==> src/rtl/ddr_app_pkg.sv <==
// Shared types and constants for the DDR application-interface tester.
package ddr_app_pkg;

    typedef enum logic [2:0] {
        StIdle,
        StWrData,
        StWrAddr,
        StRdAddr,
        StRdData,
        StDone
    } state_e;

    localparam logic ModeIncr = 1'b0;
    localparam logic ModeLfsr = 1'b1;

    localparam logic [31:0] LfsrPoly     = 32'h8020_0003;
    localparam logic [15:0] TimeoutLimit = 16'd4096;

    // Right-shifting Galois LFSR step.
    function automatic logic [31:0] lfsr_next(input logic [31:0] s);
        return {1'b0, s[31:1]} ^ (s[0] ? LfsrPoly : 32'h0);
    endfunction

endpackage

==> src/rtl/ddr_pattern_gen.sv <==
// Test pattern generator: incrementing count or Galois LFSR, replicated across 32-bit lanes.
module ddr_pattern_gen
    import ddr_app_pkg::*;
#(
    parameter int unsigned DATA_WIDTH = 32,
    parameter logic [31:0] SEED       = 32'h0000_0001
) (
    input  logic                  app_clk,
    input  logic                  rst,
    input  logic                  load,
    input  logic                  advance,
    input  logic                  mode,
    output logic [DATA_WIDTH-1:0] word
);

    localparam int unsigned Lanes = DATA_WIDTH / 32;

    logic [31:0] state_q;
    logic        mode_q;

    always_ff @(posedge app_clk) begin
        if (rst) begin
            state_q <= '0;
            mode_q  <= ModeIncr;
        end else if (load) begin
            state_q <= SEED;
            mode_q  <= mode;
        end else if (advance) begin
            state_q <= (mode_q == ModeLfsr) ? lfsr_next(state_q) : state_q + 32'd1;
        end
    end

    always_comb begin
        word = '0;
        for (int unsigned k = 0; k < Lanes; k++) begin
            word[k*32 +: 32] = (mode_q == ModeLfsr) ? (state_q ^ 32'(k)) : state_q;
        end
    end

endmodule

==> src/rtl/ddr_app_tester.sv <==
// Write-then-readback tester for a DDR controller application interface.
// Define DDR_APP_TESTER_TIMEOUT_EN to enable the read-data watchdog.
module ddr_app_tester
    import ddr_app_pkg::*;
#(
    parameter int unsigned           ADDR_WIDTH = 30,
    parameter int unsigned           DATA_WIDTH = 32,
    parameter int unsigned           BURST_LEN  = 32,
    parameter int unsigned           NUM_BURSTS = 100,
    parameter logic [ADDR_WIDTH-1:0] START_ADDR = '0,
    parameter logic [31:0]           SEED       = 32'h0000_0001
) (
    input  logic                  app_clk,
    input  logic                  rst,
    input  logic                  start,
    input  logic                  mode,
    output logic [DATA_WIDTH-1:0] app_data_wr,
    output logic                  app_data_wr_valid,
    input  logic                  app_data_wr_ready,
    output logic [ADDR_WIDTH-1:0] app_addr_wr,
    output logic                  app_addr_wr_valid,
    input  logic                  app_addr_wr_ready,
    output logic [ADDR_WIDTH-1:0] app_addr_rd,
    output logic                  app_addr_rd_valid,
    input  logic                  app_addr_rd_ready,
    input  logic [DATA_WIDTH-1:0] app_data_rd,
    input  logic                  app_data_rd_valid,
    output logic                  busy,
    output logic                  done,
    output logic                  pass,
    output logic [15:0]           err_cnt,
    output logic [ADDR_WIDTH-1:0] first_err_addr,
    output logic                  timeout
);

    localparam int unsigned           BeatBytes  = DATA_WIDTH / 8;
    localparam int unsigned           BeatW      = $clog2(BURST_LEN + 1);
    localparam logic [ADDR_WIDTH-1:0] BurstBytes = ADDR_WIDTH'(BURST_LEN * BeatBytes);
    localparam logic [BeatW-1:0]      LastBeat   = BeatW'(BURST_LEN - 1);
    localparam logic [15:0]           LastBurst  = 16'(NUM_BURSTS - 1);

    state_e                  state_q, state_d;
    logic [BeatW-1:0]        beat_q;
    logic [15:0]             burst_q;
    logic [ADDR_WIDTH-1:0]   addr_q;
    logic [15:0]             err_cnt_q;
    logic [ADDR_WIDTH-1:0]   first_err_q;
    logic                    pass_q;
    logic                    start_ok;
    logic                    wr_fire;
    logic                    rd_beat;
    logic                    mismatch;
    logic                    timeout_hit;
    logic [DATA_WIDTH-1:0]   exp_word;
    logic [ADDR_WIDTH-1:0]   beat_addr;

    assign start_ok  = (state_q == StIdle) && start;
    assign wr_fire   = (state_q == StWrData) && app_data_wr_ready;
    assign rd_beat   = (state_q == StRdData) && app_data_rd_valid;
    assign mismatch  = rd_beat && (app_data_rd != exp_word);
    assign beat_addr = addr_q + ADDR_WIDTH'(beat_q) * ADDR_WIDTH'(BeatBytes);

    ddr_pattern_gen #(
        .DATA_WIDTH (DATA_WIDTH),
        .SEED       (SEED)
    ) u_wr_gen (
        .app_clk (app_clk),
        .rst     (rst),
        .load    (start_ok),
        .advance (wr_fire),
        .mode    (mode),
        .word    (app_data_wr)
    );

    ddr_pattern_gen #(
        .DATA_WIDTH (DATA_WIDTH),
        .SEED       (SEED)
    ) u_rd_gen (
        .app_clk (app_clk),
        .rst     (rst),
        .load    (start_ok),
        .advance (rd_beat),
        .mode    (mode),
        .word    (exp_word)
    );

`ifdef DDR_APP_TESTER_TIMEOUT_EN
    logic [15:0] wdog_q;
    logic        timeout_q;

    assign timeout_hit = (state_q == StRdData) && !app_data_rd_valid &&
                         (wdog_q == TimeoutLimit - 16'd1);
    assign timeout     = timeout_q;

    always_ff @(posedge app_clk) begin
        if (rst) begin
            wdog_q    <= '0;
            timeout_q <= 1'b0;
        end else begin
            if ((state_q != StRdData) || app_data_rd_valid) begin
                wdog_q <= '0;
            end else begin
                wdog_q <= wdog_q + 16'd1;
            end
            if (start_ok) begin
                timeout_q <= 1'b0;
            end else if (timeout_hit) begin
                timeout_q <= 1'b1;
            end
        end
    end
`else
    assign timeout_hit = 1'b0;
    assign timeout     = 1'b0;
`endif

    always_comb begin
        state_d = state_q;
        case (state_q)
            StIdle:   if (start) state_d = StWrData;
            StWrData: if (wr_fire && (beat_q == LastBeat)) state_d = StWrAddr;
            StWrAddr: if (app_addr_wr_ready) state_d = (burst_q == LastBurst) ? StRdAddr : StWrData;
            StRdAddr: if (app_addr_rd_ready) state_d = StRdData;
            StRdData: begin
                if (rd_beat && (beat_q == LastBeat)) begin
                    state_d = (burst_q == LastBurst) ? StDone : StRdAddr;
                end else if (timeout_hit) begin
                    state_d = StDone;
                end
            end
            StDone:   state_d = StIdle;
            default:  state_d = StIdle;
        endcase
    end

    always_ff @(posedge app_clk) begin
        if (rst) begin
            state_q     <= StIdle;
            beat_q      <= '0;
            burst_q     <= '0;
            addr_q      <= '0;
            err_cnt_q   <= '0;
            first_err_q <= '0;
            pass_q      <= 1'b0;
        end else begin
            state_q <= state_d;
            case (state_q)
                StIdle: begin
                    if (start) begin
                        beat_q      <= '0;
                        burst_q     <= '0;
                        addr_q      <= START_ADDR;
                        err_cnt_q   <= '0;
                        first_err_q <= '0;
                        pass_q      <= 1'b0;
                    end
                end
                StWrData: begin
                    if (app_data_wr_ready) begin
                        beat_q <= (beat_q == LastBeat) ? '0 : beat_q + BeatW'(1);
                    end
                end
                StWrAddr: begin
                    // Read phase replays the same address sequence from burst 0.
                    if (app_addr_wr_ready) begin
                        if (burst_q == LastBurst) begin
                            burst_q <= '0;
                            addr_q  <= START_ADDR;
                        end else begin
                            burst_q <= burst_q + 16'd1;
                            addr_q  <= addr_q + BurstBytes;
                        end
                    end
                end
                StRdData: begin
                    if (app_data_rd_valid) begin
                        if (mismatch) begin
                            if (err_cnt_q != 16'hFFFF) err_cnt_q <= err_cnt_q + 16'd1;
                            if (err_cnt_q == 16'd0) first_err_q <= beat_addr;
                        end
                        if (beat_q == LastBeat) begin
                            beat_q  <= '0;
                            burst_q <= burst_q + 16'd1;
                            addr_q  <= addr_q + BurstBytes;
                        end else begin
                            beat_q <= beat_q + BeatW'(1);
                        end
                    end
                end
                StDone:  pass_q <= (err_cnt_q == 16'd0) && !timeout;
                default: ;
            endcase
        end
    end

    assign app_data_wr_valid = (state_q == StWrData);
    assign app_addr_wr_valid = (state_q == StWrAddr);
    assign app_addr_rd_valid = (state_q == StRdAddr);
    assign app_addr_wr       = addr_q;
    assign app_addr_rd       = addr_q;
    assign busy              = (state_q != StIdle);
    assign done              = (state_q == StDone);
    assign pass              = pass_q;
    assign err_cnt           = err_cnt_q;
    assign first_err_addr    = first_err_q;

endmodule

==> config.mk <==
export PLATFORM = sky130hd
export DESIGN_NAME = ddr_app_tester
export DESIGN_NICKNAME = d
export VERILOG_FILES = /design/src/rtl/ddr_app_pkg.sv /design/src/rtl/ddr_pattern_gen.sv /design/src/rtl/ddr_app_tester.sv
export SDC_FILE = /design/constraint.sdc
export NUM_CORES = 1
export LEC_CHECK = 0
export ABC_AREA = 1
export BUFFER_PORTS_ARGS = -buffer_cell sky130_fd_sc_hd__buf_4
export CORE_MARGIN = 3
export CORE_UTILIZATION = 50
export DETAILED_ROUTE_END_ITERATION = 10
export GPL_TIMING_DRIVEN = 0
export PLACE_DENSITY = 0.75
export SETUP_SLACK_MARGIN = 0.1
export SYNTH_ARGS = -nofsm -noshare
export SYNTH_HDL_FRONTEND = slang
export SYNTH_SLANG_ARGS = --single-unit
==> constraint.sdc <==
create_clock -name app_clk -period 1.8 [get_ports app_clk]
set_input_delay 0.36 -clock app_clk [delete_from_list [all_inputs] [get_ports app_clk]]
set_output_delay 0.36 -clock app_clk [all_outputs]
set_load 0.02 [all_outputs]
**After elaboration in Yosys (flattened, before gate mapping)**

Index checks and enable logic that the tools add are counted.

- Register bits: 167
- Bits of input ports: 40
- Output and inout bits: 145
- Logic and storage cells: 106

- Add/subtract/negate cells: 7
- Eq/ne operators: 20
- Muxes and demuxes: 43
- Bitwise gates (word level): 2
- Reduce and logical (&&, ||, !) cells: 22

Operator list:

| cell | number |
|---|---|
| two-way mux 30 bit | 8 |
| two-way mux 16 bit | 8 |
| two-way mux 32 bit | 4 |
| case mux 30 bit (3 select lines) | 1 |
| adder 32 x 1 -> 32 bit (second input constant) | 2 |
| bitwise XOR 31 x 32 -> 32 bit | 2 |
| case mux 30 bit (2 select lines) | 1 |
| case mux 16 bit (3 select lines) | 1 |
| adder 16 x 1 -> 16 bit (second input constant) | 2 |
| inequality test 32 bit | 1 |
| case mux 16 bit (2 select lines) | 1 |
| adder 30 x 8 -> 30 bit | 1 |
| adder 30 x 8 -> 30 bit (second input constant) | 1 |
| two-way mux 6 bit | 4 |
| AND reduction 5 bit | 4 |
| two-way mux 3 bit | 6 |
| case mux 6 bit (3 select lines) | 1 |
| == test 16 x 7 -> 1 bit (second input constant) | 1 |
| logical NOT 16 bit | 1 |
| inequality test 16 bit (second input constant) | 1 |
| inequality test 2 x 1 -> 1 bit (second input constant) | 8 |
| case mux 3 bit (5 select lines) | 1 |
| nonzero test 3 bit | 3 |
| nonzero test 2 bit | 4 |
| other kinds (14) | 27 |

**Depth between registers and ports, before layout**

- Depth after elaboration: 6
- Depth in mapped cells: 14
- Mapped depth without buffers: 13

**Modules after synthesis**

Synthesis repeated with hierarchy kept, for this count alone.

- Cells, all modules: 1857
- Area, all modules: 11090.6 µm²

By module, submodules not included:

| module | times used | cells an instance | area each (µm²) | sequential area each (µm²) |
|---|---|---|---|---|
| ddr_app_tester | 1 | 1053 | 6416.2 | 1881.8 |
| ddr_pattern_gen | 2 | 402 | 2337.2 | 660.6 |

**Worst setup path after synthesis**

OpenSTA, ideal clock, no wires.

- Kind: flip-flop to flip-flop
- Start point: reg u_wr_gen.state_q[0], in the netlist u_wr_gen.word[0]
- End point: reg u_wr_gen.state_q[20], in the netlist u_wr_gen.word[20]
- Setup time: 122 ps
- Data arrival time: 1796 ps
- Data required time: 1678 ps
- Slack: -118 ps
- Stages on the path, launching flop included: 11
- Buffers on the path: 0
- Clock period less this slack: 1918 ps
- Cell sequence: dfxtp_1 -> ha_1 -> nand2_1 -> nor2_1 -> nand2_1 -> nor2_1 -> nand2_1 -> nor2_1 -> xor2_1 -> o21ai_0 -> a21oi_1

- Longest elaborated chain between the ends: 2

RTL lines:

| element | line | text |
|---|---|---|
| start: declaration | ddr_pattern_gen.sv:18 | `logic [31:0] state_q;` |
| start signal: assignment | ddr_pattern_gen.sv:29 | `state_q <= (mode_q == ModeLfsr) ? lfsr_next(state_q) : state_q + 32'd1;` |
| adder 32 x 1 -> 32 bit | ddr_pattern_gen.sv:29 |  |
| two-way mux 32 bit | ddr_pattern_gen.sv:29 |  |

Every way passes these cells.
A chain may end at the register's enable or synchronous reset.

**Worst setup path in the final report**

- Start point: reg state_q[1]
- End point: reg addr_q[28], in the netlist app_addr_rd[28]

- Longest elaborated chain between the ends: 3
- Elaborated cells on any way between the ends: 10
- Those cells by class: eq/ne: 6; mux: 1; reduce/logical: 3

RTL lines:

| element | line | text |
|---|---|---|
| start: declaration | ddr_app_tester.sv:42 | `state_e state_q, state_d;` |
| start signal: assignment | ddr_app_tester.sv:138 | `state_q <= StIdle;` |
| start signal: assignment | ddr_app_tester.sv:146 | `state_q <= state_d;` |
| == test 3 bit (tied with other cells) | ddr_app_tester.sv:147 | `case (state_q)` |
| inequality test 2 x 1 -> 1 bit (no source line) (tied with other cells) | n/a |  |
| AND reduction 5 bit (no source line) | n/a |  |
| end signal: assignment | ddr_app_tester.sv:171 | `addr_q <= addr_q + BurstBytes;` |
| end signal: assignment | ddr_app_tester.sv:184 | `addr_q <= addr_q + BurstBytes;` |
| end: declaration | ddr_app_tester.sv:45 | `logic [ADDR_WIDTH-1:0] addr_q;` |

Several ways; a longest one is shown, not always the timed one.

==> results.py <==
metrics = {
    "synthesis": {
        "synthTopCellsByArea": "dfxtp_1 (29%), nand2_1 (18%), inv_1 (8.6%)",
        "ys_ff_latch": 159,
        "synth_seq_area_share_pct": 28.53,
        "synth_area_um2": 11160,
        "yosysTopAreaCell": "dfxtp_1",
        "synth_async_sr_flop_share_pct": 0,
        "synth_cell_types": 47,
        "synthCells": 1879,
        "synth_warnings": 0,
        "synthFlopType": "dfxtp_1",
        "synth_edf_count": 0,
        "netlist.area_leader.share_pct": 28.53,
        "yosys-top-cells-count": "nand2_1 (523), inv_1 (255), nor2_1 (221)",
        "synth_area_per_cell_um2": 5.938,
        "yosysMostFrequentCell": "nand2_1",
    },
    "floorplanning": {
        "core_um2": 21890,
        "row_count": 54,
        "chipWidth_um": 155.4,
        "boundaryPins": 185,
        "start_util_pct": 50.97,
        "die_y_um": 155.4,
        "die_area_um2": 24140,
    },
    "worst_setup_path": {
        "critical_path.cell_chain": "inv_6 > nand3_4 > clkinv_4 > nand2_4 > nand2_4 > nor2_4 > nand2_4 > buf_12 > nor2_4 > nand2_4 > nor2_4 > nand3_1 > nand2_1 > nor2_1",
        "critical_path_class": "reg2reg",
        "critPathMaxStageDelay_ps": 380,
        "crit_fanout": 5,
        "rr_worst_depth": 14,
        "cp_slowest_cell": "dfxtp_4",
        "arrival_ps": 2270,
        "cp-start-kind": "flop",
        "cp.required_ps": 2140,
        "cpLargestDelayFamily": "simple AND/OR/NAND/NOR gates",
        "r2r_start": "state_q[1]$_SDFFE_PP0P_",
        "cp-startpoint": "state_q[1]$_SDFFE_PP0P_",
        "cp_num_buf_inv": 3,
        "path_depth": 14,
        "cp-end-kind": "flop",
        "cp_common_cell": "nand2_4",
    },
    "global_routing": {
        "grt_remaining_overflow": 0,
        "grt_pass1_wl_um": 62800,
        "grt_max_degree": 17,
        "grt_usage_pct": 32.25,
        "grt_pass1_vias": 11899,
        "antenna_found_initial": 0,
    },
    "hold_path": {
        "hold_path_class": "in2reg",
        "min_path_cells": 3,
        "worstHoldStart": "mode",
    },
    "clock_tree": {
        "holdBufCountCts": 0,
        "cts.clk_slew.worst_paths_ps": 70,
        "cts_buffers": 17,
        "clock_latency_ps": 450,
        "clock-sinks": 159,
        "clockBufferDepth": 2,
        "cts-root-buf": "clkbuf_16",
        "h-tree-depth": 4,
        "cts_tree": "built",
    },
    "placed_design": {
        "dp_hpwl_um": 30100,
        "place_congestion": 0.9680,
        "post-place-ws_ps": -501.8,
        "io_buffers": 169,
    },
    "drt": {
        "routed_wl_um": 44170,
        "drt_iter0_markers": 1540,
        "routedWlPerCell_um": 17.87,
        "routed-via-count": 14038,
        "drtPass1Iterations": 6,
        "ant_nets": 0,
        "via_per_inst": 5.679,
        "drc_errors": 0,
    },
    "timing": {
        "finalSetupViolations": 61,
        "hold_viol_final": 0,
        "tightest_slew_ps": 771.1,
        "fin_crit_ps": 1933,
        "fin_worst_skew_ps": 16.26,
        "min_period_over_period_pct": 107.4,
        "drv_slew": 0,
        "setup_ws_ps": -132.9,
        "slew_headroom_pct": 48.60,
        "max_freq_mhz": 517.3,
        "rsz0062_at_grt": "yes",
        "tns_ps": -2242,
    },
    "pwr": {
        "p_per_area_nw_per_um2": 1010,
        "p_leak_nw": 6.981,
        "irDropWorstVdd_uv": 688.0,
        "p_total_w": 0.01620,
    },
    "final_layout": {
        "nNetsFinal": 2227,
        "final_layout_size_suffix_gt1_share_pct": 34.40,
        "num-fill-cells": 1826,
        "area_growth_pct": 43.72,
        "diodes": 0,
    },
    "outcome": {
        "status": "complete, but fails checks",
        "violations": "setup timing",
    },
    "flow_run": {
        "drv_cap": 0,
    },
}
==> stage by stage <==
step	hold WS (ps)	area (µm²)	cells	utilization (%)
finish	219.0	16040	2472	73.26
global placement	461.6	12870	2342	58.80
floorplan	443.3	11250	1893	-
CTS	216.3	14100	2387	64.40
detailed placement	467.6	12870	2342	58.80
global route	285.9	16040	2472	73.26
==> power by group <==
| part | internal, W | total (W) | switching (W) |
|---|---|---|---|
| Clock | 0.00251 | 0.00420 | 0.00170 |
| Sequential | 0.00393 | 0.00433 | 0.000407 |
| Combinational | 0.00313 | 0.00767 | 0.00453 |
| Total | 0.00957 | 0.0162 | 0.00664 |
==> tightest hold or removal path: stages <==
cell	delay [ps]
buf_4	90
o21ai_0	70
a21oi_1	100
==> sequential cells by signal (all words and copies together), names as in the netlist <==
| name | cells |
|---|---|
| beat_q | 6 |
| pass | 1 |
| burst_q | 16 |
| u_rd_gen.word | 32 |
| u_wr_gen.word | 32 |
| state_q | 3 |
| app_addr_rd | 23 |
| first_err_addr | 29 |
| u_rd_gen.mode_q | 1 |
| err_cnt | 16 |
==> kinds of logic (layout without fill, tap and decap cells) <==
logic type      Yosys count  in the layout  synth area share (%)
compound gates          276            276                 13.61
xor+xnor                 26             26                 2.041
fa+ha+maj                 8              8                0.8971
buf+inv                 375            674                 14.64
simple gates           1034           1034                 40.24
other cells               1             15               0.03361
flops                   159            159                 28.53
==> per-layer routing <==
layer / up-vias / GRT usage (%) / share of wire (%)
li1: 6613 / - / -
met5: - / 0 / 0
met3: 124 / 5.146 / 9.2
met4: 0 / 10.55 / 3.3
met1: 6487 / 45.35 / 41
met2: 814 / 50.60 / 46
==> layout make-up <==
cell class,count,area [µm²],area share (%)
plain buffers,108,840.8,5.243
clock buffers,22,485.5,3.027
clock inverters,10,172.7,1.077
inverters,267,1055,6.577
multi-input cells,1359,7604,47.41
flip-flops and latches,159,3332,20.78
well taps,280,350.3,2.185
repair buffers,267,2197,13.70
==> path summary, 6_finish.rpt <==
path / slack (ps) / endpoint
max: -130 / app_addr_rd[28]$_SDFFE_PP0P_
min: 220 / u_rd_gen.mode_q$_SDFFE_PP0P_
max reg2reg: -130 / app_addr_rd[28]$_SDFFE_PP0P_
min reg2reg: 480 / burst_q[6]$_SDFFE_PP0P_
==> cells in the final DEF, fill, tap and decap left out, types with 52 or more instances in the layout <==
| cell | synthesis | routed |
|---|---|---|
| inv_1 | 255 | 232 |
| nand4_1 | 66 | 66 |
| dfxtp_1 | 159 | 88 |
| o21ai_0 | 79 | 53 |
| nand2_1 | 523 | 455 |
| a21oi_1 | 140 | 125 |
| buf_4 | 42 | 288 |
| nand3_1 | 130 | 111 |
| nand2_2 | 5 | 52 |
| nor2_1 | 221 | 154 |
==> timing repair <==
action | 4_1_cts | 5_1_grt
resized for setup | 172 | 399
buffers inserted | 13 | 78
gates cloned | 0 | 7
pin swaps | 14 | 86
hold endpoints to repair | 0 | 0
endpoints found under the setup margin | 160 | 160
Note: power is estimated with default switching activity, not from simulation.
